===== src/rtl/alu_issue_stage.sv =====
// Issue stage for a tiny 4-register machine.
// It decodes one instruction at a time and presents registered operands
// to an external combinational ALU. It then captures the result and writes
// it back. One instruction completes every three cycles: IDLE -> EXEC -> WB.
module alu_issue_stage (
  input  logic       clk,
  input  logic       rst,
  input  logic       instr_valid,
  input  logic [9:0] instr,
  output logic       instr_ready,
  output logic [9:0] alu_a,
  output logic [9:0] alu_b,
  output logic [2:0] alu_ctrl,
  input  logic [9:0] alu_result,
  input  logic       alu_halt,
  output logic       wb_valid,
  output logic [1:0] wb_addr,
  output logic [9:0] wb_data,
  output logic       halted,
  input  logic [1:0] dbg_sel,
  output logic [9:0] dbg_data
);

  typedef enum logic [1:0] {
    S_IDLE   = 2'd0,
    S_EXEC   = 2'd1,
    S_WB     = 2'd2,
    S_HALTED = 2'd3
  } state_t;

  // Sign-extend the 2-bit immediate field to the 10-bit datapath width.
  function automatic logic [9:0] sext_imm2(input logic [1:0] imm);
    sext_imm2 = {{8{imm[1]}}, imm};
  endfunction

  // Instruction fields
  logic [2:0] op_s;
  logic       imm_sel_s;
  logic [1:0] rd_s;
  logic [1:0] rs_s;
  logic [1:0] rt_s;

  assign op_s      = instr[9:7];
  assign imm_sel_s = instr[6];
  assign rd_s      = instr[5:4];
  assign rs_s      = instr[3:2];
  assign rt_s      = instr[1:0];

  // State and registered outputs
  state_t      state_q,       state_d;
  logic [9:0]  alu_a_q,       alu_a_d;
  logic [9:0]  alu_b_q,       alu_b_d;
  logic [2:0]  alu_ctrl_q,    alu_ctrl_d;
  logic [1:0]  rd_q,          rd_d;
  logic        instr_ready_q, instr_ready_d;
  logic        wb_valid_q,    wb_valid_d;
  logic [1:0]  wb_addr_q,     wb_addr_d;
  logic [9:0]  wb_data_q,     wb_data_d;
  logic        halted_q,      halted_d;
  logic [9:0]  rf_q [4];
  logic [9:0]  rf_d [4];

  // Register file reads; r0 is hard-wired to zero regardless of storage
  logic [9:0]  rs_val_s;
  logic [9:0]  rt_val_s;
  logic [9:0]  operand_b_s;
  logic        accept_s;

  assign rs_val_s    = (rs_s == 2'd0) ? 10'd0 : rf_q[rs_s];
  assign rt_val_s    = (rt_s == 2'd0) ? 10'd0 : rf_q[rt_s];
  assign operand_b_s = imm_sel_s ? sext_imm2(rt_s) : rt_val_s;

  // A handshake only counts in IDLE. There, instr_ready is high by construction.
  assign accept_s = instr_valid & instr_ready_q & (state_q == S_IDLE);

  // Next-state, operand and write-back computation for the issue FSM
  always_comb begin
    state_d       = state_q;
    alu_a_d       = alu_a_q;
    alu_b_d       = alu_b_q;
    alu_ctrl_d    = alu_ctrl_q;
    rd_d          = rd_q;
    instr_ready_d = instr_ready_q;
    wb_valid_d    = 1'b0;
    wb_addr_d     = wb_addr_q;
    wb_data_d     = wb_data_q;
    halted_d      = halted_q;
    for (int i = 0; i < 4; i++) begin
      rf_d[i] = rf_q[i];
    end

    case (state_q)
      S_IDLE: begin
        if (accept_s) begin
          alu_a_d       = rs_val_s;
          alu_b_d       = operand_b_s;
          alu_ctrl_d    = op_s;
          rd_d          = rd_s;
          instr_ready_d = 1'b0;
          state_d       = S_EXEC;
        end else begin
          instr_ready_d = 1'b1;
          state_d       = S_IDLE;
        end
      end

      S_EXEC: begin
        instr_ready_d = 1'b0;
        if (alu_halt) begin
          halted_d = 1'b1;
          state_d  = S_HALTED;
        end else begin
          wb_valid_d = 1'b1;
          wb_addr_d  = rd_q;
          wb_data_d  = alu_result;
          state_d    = S_WB;
        end
      end

      S_WB: begin
        // A write to r0 still pulses wb_valid, but it never reaches storage.
        if (wb_addr_q != 2'd0) begin
          rf_d[wb_addr_q] = wb_data_q;
        end else begin
          rf_d[0] = 10'd0;
        end
        instr_ready_d = 1'b1;
        state_d       = S_IDLE;
      end

      S_HALTED: begin
        halted_d      = 1'b1;
        instr_ready_d = 1'b0;
        state_d       = S_HALTED;
      end

      default: begin
        halted_d      = 1'b0;
        instr_ready_d = 1'b1;
        state_d       = S_IDLE;
      end
    endcase
  end

  // State, outputs and register file update with synchronous reset priority
  always_ff @(posedge clk) begin
    if (rst) begin
      state_q       <= S_IDLE;
      alu_a_q       <= 10'd0;
      alu_b_q       <= 10'd0;
      alu_ctrl_q    <= 3'd0;
      rd_q          <= 2'd0;
      instr_ready_q <= 1'b1;
      wb_valid_q    <= 1'b0;
      wb_addr_q     <= 2'd0;
      wb_data_q     <= 10'd0;
      halted_q      <= 1'b0;
      for (int i = 0; i < 4; i++) begin
        rf_q[i] <= 10'd0;
      end
    end else begin
      state_q       <= state_d;
      alu_a_q       <= alu_a_d;
      alu_b_q       <= alu_b_d;
      alu_ctrl_q    <= alu_ctrl_d;
      rd_q          <= rd_d;
      instr_ready_q <= instr_ready_d;
      wb_valid_q    <= wb_valid_d;
      wb_addr_q     <= wb_addr_d;
      wb_data_q     <= wb_data_d;
      halted_q      <= halted_d;
      for (int i = 0; i < 4; i++) begin
        rf_q[i] <= rf_d[i];
      end
    end
  end

  assign instr_ready = instr_ready_q;
  assign alu_a       = alu_a_q;
  assign alu_b       = alu_b_q;
  assign alu_ctrl    = alu_ctrl_q;
  assign wb_valid    = wb_valid_q;
  assign wb_addr     = wb_addr_q;
  assign wb_data     = wb_data_q;
  assign halted      = halted_q;
  assign dbg_data    = (dbg_sel == 2'd0) ? 10'd0 : rf_q[dbg_sel];

endmodule


===== config.mk =====
export PLATFORM = sky130hd
export DESIGN_NAME = alu_issue_stage
export DESIGN_NICKNAME = d
export VERILOG_FILES = /design/src/rtl/alu_issue_stage.sv
export SDC_FILE = /design/constraint.sdc
export NUM_CORES = 1
export LEC_CHECK = 0
export BUFFER_PORTS_ARGS = -buffer_cell sky130_fd_sc_hd__buf_2
export CAP_MARGIN = 15
export CELL_PAD_IN_SITES_DETAIL_PLACEMENT = 1
export CELL_PAD_IN_SITES_GLOBAL_PLACEMENT = 1
export CORE_MARGIN = 4
export CORE_UTILIZATION = 43
export CTS_CLUSTER_SIZE = 25
export DETAILED_ROUTE_END_ITERATION = 12
export GPL_TIMING_DRIVEN = 0
export PLACE_DENSITY = 0.93
export SLEW_MARGIN = 10
export SYNTH_ARGS = -nofsm -noshare
export SYNTH_HDL_FRONTEND = slang
export SYNTH_SLANG_ARGS = --single-unit

===== constraint.sdc =====
create_clock -name clk -period 3 [get_ports clk]
set_input_delay 0.15 -clock clk [delete_from_list [all_inputs] [get_ports clk]]
set_output_delay 0.15 -clock clk [all_outputs]
set_load 0.02 [all_outputs]

==> flow_summary.json, run 1 <==
{
  "fp-row-count": 32,
  "synth.top_cells.by_area": "sky130_fd_sc_hd__dfxtp_1 (45%), sky130_fd_sc_hd__nand2_1 (10%), sky130_fd_sc_hd__a21oi_1 (7.0%)",
  "floorplan.initialDensity_pct": 45.34,
  "worst-path-max-fanout": 10,
  "maximum_root_to_sink_buffer_count": 2,
  "postSynth.asyncResetShare_pct": 0,
  "htree_levels": 3,
  "max_slew_margin_pct": 48.81,
  "final.setup_skew_ns": 0.008503,
  "post_cts.resized_instances": 0,
  "p_per_area_nw_per_um2": 551.2,
  "max_freq_ghz": 0.6300,
  "synth_largest_type_area_fraction_pct": 45.35,
  "postCtsHoldBufs": 0,
  "hp-class": "input port to register",
  "ys_dominant_reg_cell": "sky130_fd_sc_hd__dfxtp_1",
  "drt-wirelength-per-cell_um": 18.65,
  "timing.critical_path.to_type": "register",
  "global_route.usage.total_pct": 23.06,
  "synth_cell_type_count": 34,
  "root_buffer": "sky130_fd_sc_hd__clkbuf_8",
  "timing_hold_violations_final": 0,
  "number_of_max_capacitance_violations_reported": 0,
  "cts_buffers": 9,
  "synth_area_per_cell_um2": 8.555,
  "largest_voltage_drop_on_the_vdd_net_mv": 0.2308,
  "setup_viol": 0,
  "detail_route.iter0.violations": 125,
  "area.sequential_um2": 1622,
  "synth_warnings": 0,
  "path_clk_slew_ns": 0.09,
  "syn-num-nets": 444,
  "detailroute.via_count": 3408,
  "critical_path_class": "register to register",
  "grt_pass1_wl_um": 18090,
  "io_buffers": 72,
  "antenna_violations_before_repair": 0,
  "fp.coreArea_um2": 7888,
  "route.detailed.vias_per_inst": 5.605,
  "tightest_slew_ns": 0.7678,
  "fin_tns_setup_ns": 0,
  "num_io_pins": 74,
  "cp_data_arrival_time_ns": 1.87,
  "remaining_drc_errors": 0,
  "synth.largest_area_cell": "sky130_fd_sc_hd__dfxtp_1",
  "startpoint_type": "register",
  "floorplan.die.height_um": 99.19,
  "run_status": "completed",
  "multiInputGateArea_um2": 1769,
  "final_period_minus_worst_setup_slack_ns": 1.587,
  "wl_um": 11340,
  "synth-edff-count": 0,
  "fillCellCount": 984,
  "syn-cell-area_um2": 3576,
  "final_layout_size_suffix_gt1_share_pct": 26.28,
  "die_w_um": 99.19,
  "grt_max_degree": 15,
  "design.final.nets": 527,
  "detail_route.first_pass.iterations": 4,
  "postSynthRegisterBits": 81,
  "dp_hpwl_um": 8347,
  "drt.antenna.violating_nets": 0,
  "die_area_um2": 9839,
  "grt_pass1_vias": 3546,
  "insertedDiodeCount": 0,
  "timing_max_transition_violations_final": 0,
  "synth.yosys.seq_area_share_pct": 45.35,
  "cts_tree": "built",
  "syn2layout_area_growth_pct": 19.77,
  "rsz0062_at_grt": "false",
  "grt_overflow": 0,
  "p_leak_nw": 1.770,
  "netlist_instances": 418,
  "post_cts.repair.setup_buffers": 0,
  "finalCritPeriodShare_pct": 52.91,
  "crit_required_ns": 3.29,
  "final_core_utilization_pct": 54.30,
  "clock_insertion_delay_at_the_later_pin_of_the_skew_report_ns": 0.36,
  "cts.sink_count": 81,
  "gp_routability_congestion": 0.8257
}
layout make-up:
type	count	share of cell area, %
clock inverters	7	2.220
repair buffers	72	8.414
well taps	102	2.980
flip-flops and latches	81	37.86
multi-input cells	304	41.31
clock buffers	9	2.892
plain buffers	31	4.148
inverters	2	0.1753
synth_stat cells (7+ instances only):
cell,instances
sky130_fd_sc_hd__a211oi_1,9
sky130_fd_sc_hd__a21oi_1,50
sky130_fd_sc_hd__a221oi_1,10
sky130_fd_sc_hd__a22o_1,10
sky130_fd_sc_hd__a22oi_1,9
sky130_fd_sc_hd__and2_1,12
sky130_fd_sc_hd__buf_4,8
sky130_fd_sc_hd__clkbuf_1,12
sky130_fd_sc_hd__dfxtp_1,81
sky130_fd_sc_hd__mux2_2,21
sky130_fd_sc_hd__nand2_1,97
sky130_fd_sc_hd__nand2b_1,9
sky130_fd_sc_hd__nor2_1,22
sky130_fd_sc_hd__nor2b_1,7
sky130_fd_sc_hd__nor3_1,17
sky130_fd_sc_hd__o31a_1,9
stage by stage:
stage	hold WS [ns]	cell area [um2]	total power [W]	instances	setup WS [ns]
floorplan	0.2860	3576	0.001377	418	1.702
global route	0.01654	4283	0.002446	608	1.313
detailed placement	0.4008	4064	0.001493	592	1.446
CTS	0.01754	4283	0.002366	608	1.437
finish	0.01848	4283	0.002361	608	1.413
global placement	0.3905	4064	0.001478	592	1.526
final timing paths:
kind                                    start    endpoint  slack (ns)  cells past startpoint
worst max-delay path               state_q[0]    alu_a[3]        1.41                      5
worst min-delay path            alu_result[0]  wb_data[0]        0.02                      3
worst max register to register     state_q[0]    alu_a[3]        1.41                      5
worst min register to register         halted      halted        0.45                      2
cell usage in the layout (no fill, tap or decap), types with 2 or more instances in the layout:
cell type	Yosys	routed
sky130_fd_sc_hd__a211oi_1	9	9
sky130_fd_sc_hd__a21oi_1	50	50
sky130_fd_sc_hd__a221oi_1	10	10
sky130_fd_sc_hd__a22o_1	10	10
sky130_fd_sc_hd__a22oi_1	9	9
sky130_fd_sc_hd__and2_1	12	12
sky130_fd_sc_hd__and2b_1	6	6
sky130_fd_sc_hd__and3_1	2	2
sky130_fd_sc_hd__buf_2	6	78
sky130_fd_sc_hd__buf_4	8	8
sky130_fd_sc_hd__buf_6	3	3
sky130_fd_sc_hd__bufinv_16	0	2
sky130_fd_sc_hd__clkbuf_1	12	12
sky130_fd_sc_hd__clkbuf_8	0	9
sky130_fd_sc_hd__clkinv_2	0	2
sky130_fd_sc_hd__clkinv_4	0	2
sky130_fd_sc_hd__dfxtp_1	81	81
sky130_fd_sc_hd__inv_1	2	2
sky130_fd_sc_hd__mux2_2	21	21
sky130_fd_sc_hd__nand2_1	97	97
sky130_fd_sc_hd__nand2b_1	9	9
sky130_fd_sc_hd__nand3_1	2	2
sky130_fd_sc_hd__nor2_1	22	22
sky130_fd_sc_hd__nor2b_1	7	7
sky130_fd_sc_hd__nor3_1	17	17
sky130_fd_sc_hd__nor3_2	2	2
sky130_fd_sc_hd__o21ai_0	2	2
sky130_fd_sc_hd__o31a_1	9	9
layer usage:
metal	vias up	share of wire, %	wire, um	track usage [%]
met3	28	5.8	663	3.927
li1	1616	-	-	-
met5	-	0	0	0
met2	123	50	5666	40.60
met4	0	2.4	270	9.034
met1	1641	42	4741	27.90
power by group:
part	internal [W]	switching (W)
registers	0.00112	0.0000265
logic	0.000115	0.000212
clock network	0.000468	0.000421
total	0.00170	0.000660
critical path, stage by stage, from the launching register on:
cell and delay (ns):
sky130_fd_sc_hd__dfxtp_1 0.30, sky130_fd_sc_hd__buf_4 0.16, sky130_fd_sc_hd__nor3_4 0.44, sky130_fd_sc_hd__buf_2 0.37
sky130_fd_sc_hd__nor2_1 0.09, sky130_fd_sc_hd__nor3_1 0.15
logic make-up (layout without fill, tap and decap cells):
family,after synthesis,in the layout,synth area share (%)
flip-flops,81,81,45.35
AO/OA/AOI/OAI,102,102,19.07
buffers and inverters,33,121,5.178
multiplexers,21,21,6.613
AND/OR/NAND/NOR,181,181,23.79
sequential cells by signal (all words and copies together), names as in the netlist:
name and flops:
wb_valid 1, rd_q 2, rf_q 39, instr_ready 1
halted 1, wb_data 10, alu_b 10, alu_ctrl 3
alu_a 10, state_q 2, wb_addr 2
Note: power is estimated with default switching activity, not from simulation.
==> inputs of run 2 (changes only) <==
Settings changed: ABC_AREA set to 1, CORE_UTILIZATION 43 to 35, PLACE_DENSITY 0.93 to 0.85.
Clock period 3 ns to 1.3 ns, I/O delays scaled along.
==> run 2 against run 1 <==
The flow now finishes with violations (setup timing). Sequential share of layout area shrank 5.3 points. Cell count up 35%. Clock skew is 0.0060 ns higher. Via count rose by 28%. Global-route usage rose by 1.4 points.
==> flow_summary.json, run 2 <==
{
  "holdWs_ns": 0.09317,
  "gp_routability_congestion": 0.9528,
  "final_period_minus_worst_setup_slack_ns": 1.483,
  "syn2layout_area_growth_pct": 36.78,
  "post-place-ws_ns": -0.2606,
  "pwr-share-seq_pct": 45.2,
  "netlist_instances": 556,
  "largest_register_ff_count": 40,
  "grt_pass1_vias": 4449,
  "synth.top_cells.by_area": "sky130_fd_sc_hd__dfxtp_1 (44%), sky130_fd_sc_hd__nand2_1 (12%), sky130_fd_sc_hd__a21oi_1 (11%)",
  "power.internal_w": 0.004119,
  "final.setup_skew_ns": 0.01449,
  "grt_pass1_wl_um": 23870,
  "insertedDiodeCount": 0,
  "antenna_violations_before_repair": 0,
  "cp_data_arrival_time_ns": 1.42,
  "dp_hpwl_um": 10910,
  "die_w_um": 111.8,
  "layout.cells.most_common_list": "sky130_fd_sc_hd__nand2_1 (116), sky130_fd_sc_hd__buf_2 (71), sky130_fd_sc_hd__a21oi_1 (62)",
  "synth.yosys.seq_area_share_pct": 43.52,
  "max_freq_ghz": 0.6744,
  "critical_path_class": "register to output pin",
  "crit_required_ns": 1.24,
  "floorplan.die.height_um": 111.8,
  "max_flop_register": "rf_q",
  "drt.antenna.violating_nets": 0,
  "drt-wirelength-per-cell_um": 19.33,
  "timing_hold_violations_final": 0,
  "route.detailed.vias_per_inst": 5.351,
  "power_frac_comb_pct": 18.5,
  "startpoint_type": "register",
  "postSynthRegisterBits": 82,
  "wl_um": 15810,
  "final_core_utilization_pct": 49.54,
  "syn-num-nets": 582,
  "remaining_drc_errors": 0,
  "netlist_top_cells_count": "sky130_fd_sc_hd__nand2_1 (116), sky130_fd_sc_hd__a21oi_1 (84), sky130_fd_sc_hd__dfxtp_1 (82)",
  "final_layout_size_suffix_gt1_share_pct": 31.96,
  "synth_area_per_cell_um2": 6.785,
  "fillCellCount": 1359,
  "critical-path-slowest-cell": "sky130_fd_sc_hd__dfxtp_2",
  "global_route.usage.total_pct": 24.44,
  "cts.sink_count": 82,
  "num_io_pins": 74,
  "failing_checks": "setup timing",
  "design.final.nets": 703,
  "finalCritPeriodShare_pct": 114.1,
  "p_sw_w": 0.001891,
  "setup_viol": 13,
  "maximum_root_to_sink_buffer_count": 2,
  "power_frac_clock_pct": 36.4,
  "synth_most_common_cell": "sky130_fd_sc_hd__nand2_1",
  "run_status": "finished, violations left",
  "detail_route.first_pass.iterations": 4,
  "fp-row-count": 37,
  "number_of_max_capacitance_violations_reported": 0,
  "synth.largest_area_cell": "sky130_fd_sc_hd__dfxtp_1",
  "htree_levels": 3,
  "path_clk_slew_ns": 0.10,
  "detail_route.iter0.violations": 304,
  "grt_overflow": 0,
  "largest_voltage_drop_on_the_vdd_net_mv": 0.6368,
  "cts_tree": "built",
  "ys_dominant_reg_cell": "sky130_fd_sc_hd__dfxtp_1",
  "synth_cell_type_count": 22,
  "crit_path_max_delay_family": "compound AO/OA/AOI/OAI gates",
  "floorplan.initialDensity_pct": 36.22,
  "syn-cell-area_um2": 3772,
  "fp.coreArea_um2": 10420,
  "power.share.switching_pct": 31.47,
  "postSynth.asyncResetShare_pct": 0,
  "die_area_um2": 12500,
  "p_leak_nw": 2.188,
  "hp-class": "input port to register",
  "synth_largest_type_area_fraction_pct": 43.52,
  "critical_path.n_buffers_inverters": 2,
  "detailroute.via_count": 4377,
  "p_per_area_nw_per_um2": 1165,
  "synth-edff-count": 0,
  "tightest_slew_ns": 0.6582,
  "max_slew_margin_pct": 56.12,
  "root_buffer": "sky130_fd_sc_hd__clkbuf_8",
  "worst-path-max-fanout": 3,
  "synth_warnings": 0,
  "worst_path_largest_cell_delay_ns": 0.35,
  "critical_path.cell_chain": "inv_2, a21oi_2, o21ai_1, a21oi_1, buf_4",
  "final.setup.worst_slack_ns": -0.1827,
  "cts_buffers": 9,
  "grt_max_degree": 16,
  "io_buffers": 72,
  "timing.critical_path.to_type": "output pin",
  "fin_tns_setup_ns": -1.415,
  "leading_cell_type_in_the_layout_fill_and_taps_excluded": "sky130_fd_sc_hd__nand2_1",
  "rsz0062_at_grt": "true",
  "timing_max_transition_violations_final": 0,
  "clock_insertion_delay_at_the_later_pin_of_the_skew_report_ns": 0.38
}
[run 2: per-layer routing]
metal / vias to the layer above / track usage [%] / wire, um
met1: 2129 / 29.72 / 6583
met4: 0 / 9.489 / 404
met2: 145 / 41.93 / 7908
met5: - / 0 / 0
li1: 2077 / - / -
met3: 26 / 5.489 / 913
[run 2: cell type report]
class	count	area [um2]	share of cell area [%]
inverter	53	206.4	4.001
clock buffer	9	123.9	2.401
clock inverter	7	98.84	1.916
timing repair buffer	108	728.2	14.11
sequential	82	1678	32.52
tap	136	170.2	3.298
multi-input combinational	388	1992	38.60
buffer	35	162.7	3.152
[run 2: power by group through the flow]
stage | logic (W) | registers (W) | clock network [W]
final | 0.00111 | 0.00271 | 0.00219
after global routing | 0.00120 | 0.00273 | 0.00228
after global placement | 0.000860 | 0.00275 | 0
after floorplan | 0.000453 | 0.00285 | 0
after detailed placement | 0.000885 | 0.00276 | 0
after CTS | 0.00102 | 0.00271 | 0.00217
[run 2: kinds of logic (layout without fill, tap and decap cells)]
kind of cell    count (synthesis)  after routing  synth area share, %
buf+inv                        88            212                9.154
flops                          82             82                43.52
simple gates                  222            223                25.37
compound gates                164            165                21.96
[run 2: worst reg2reg max path: cells and delay by family (launching register included)]
family | cells | cell delay, ns
AO/OA/AOI/OAI | 2 | 0.32
buffers and inverters | 1 | 0.19
flip-flops | 1 | 0.40
AND/OR/NAND/NOR | 2 | 0.29
[run 2: path summary, 6_finish.rpt]
check / from / to / slack, ns / cells after the start
worst max register to register: state_q[0] / alu_b[7] / -0.01 / 5
worst max-delay path: rf_q[2][8] / dbg_data[8] / -0.18 / 5
worst min-delay path: instr[1] / alu_b[5] / 0.09 / 3
worst min register to register: halted / halted / 0.46 / 2
[run 2: metrics by stage]
step | cells | power [W] | instance area [um2]
global route | 818 | 0.006213 | 5160
floorplan | 556 | 0.003302 | 3772
CTS | 808 | 0.005897 | 4943
finish | 818 | 0.006011 | 5160
detailed placement | 764 | 0.003643 | 4303
global placement | 764 | 0.003613 | 4303
[run 2: timing repair]
action                                  CTS  global route
buffers inserted                         10            10
pin swaps                                15            14
hold buffers                             16             0
cloned                                    2             0
hold endpoints to repair                 16             0
endpoints found under the setup margin   85            82
resized for setup                        97            58
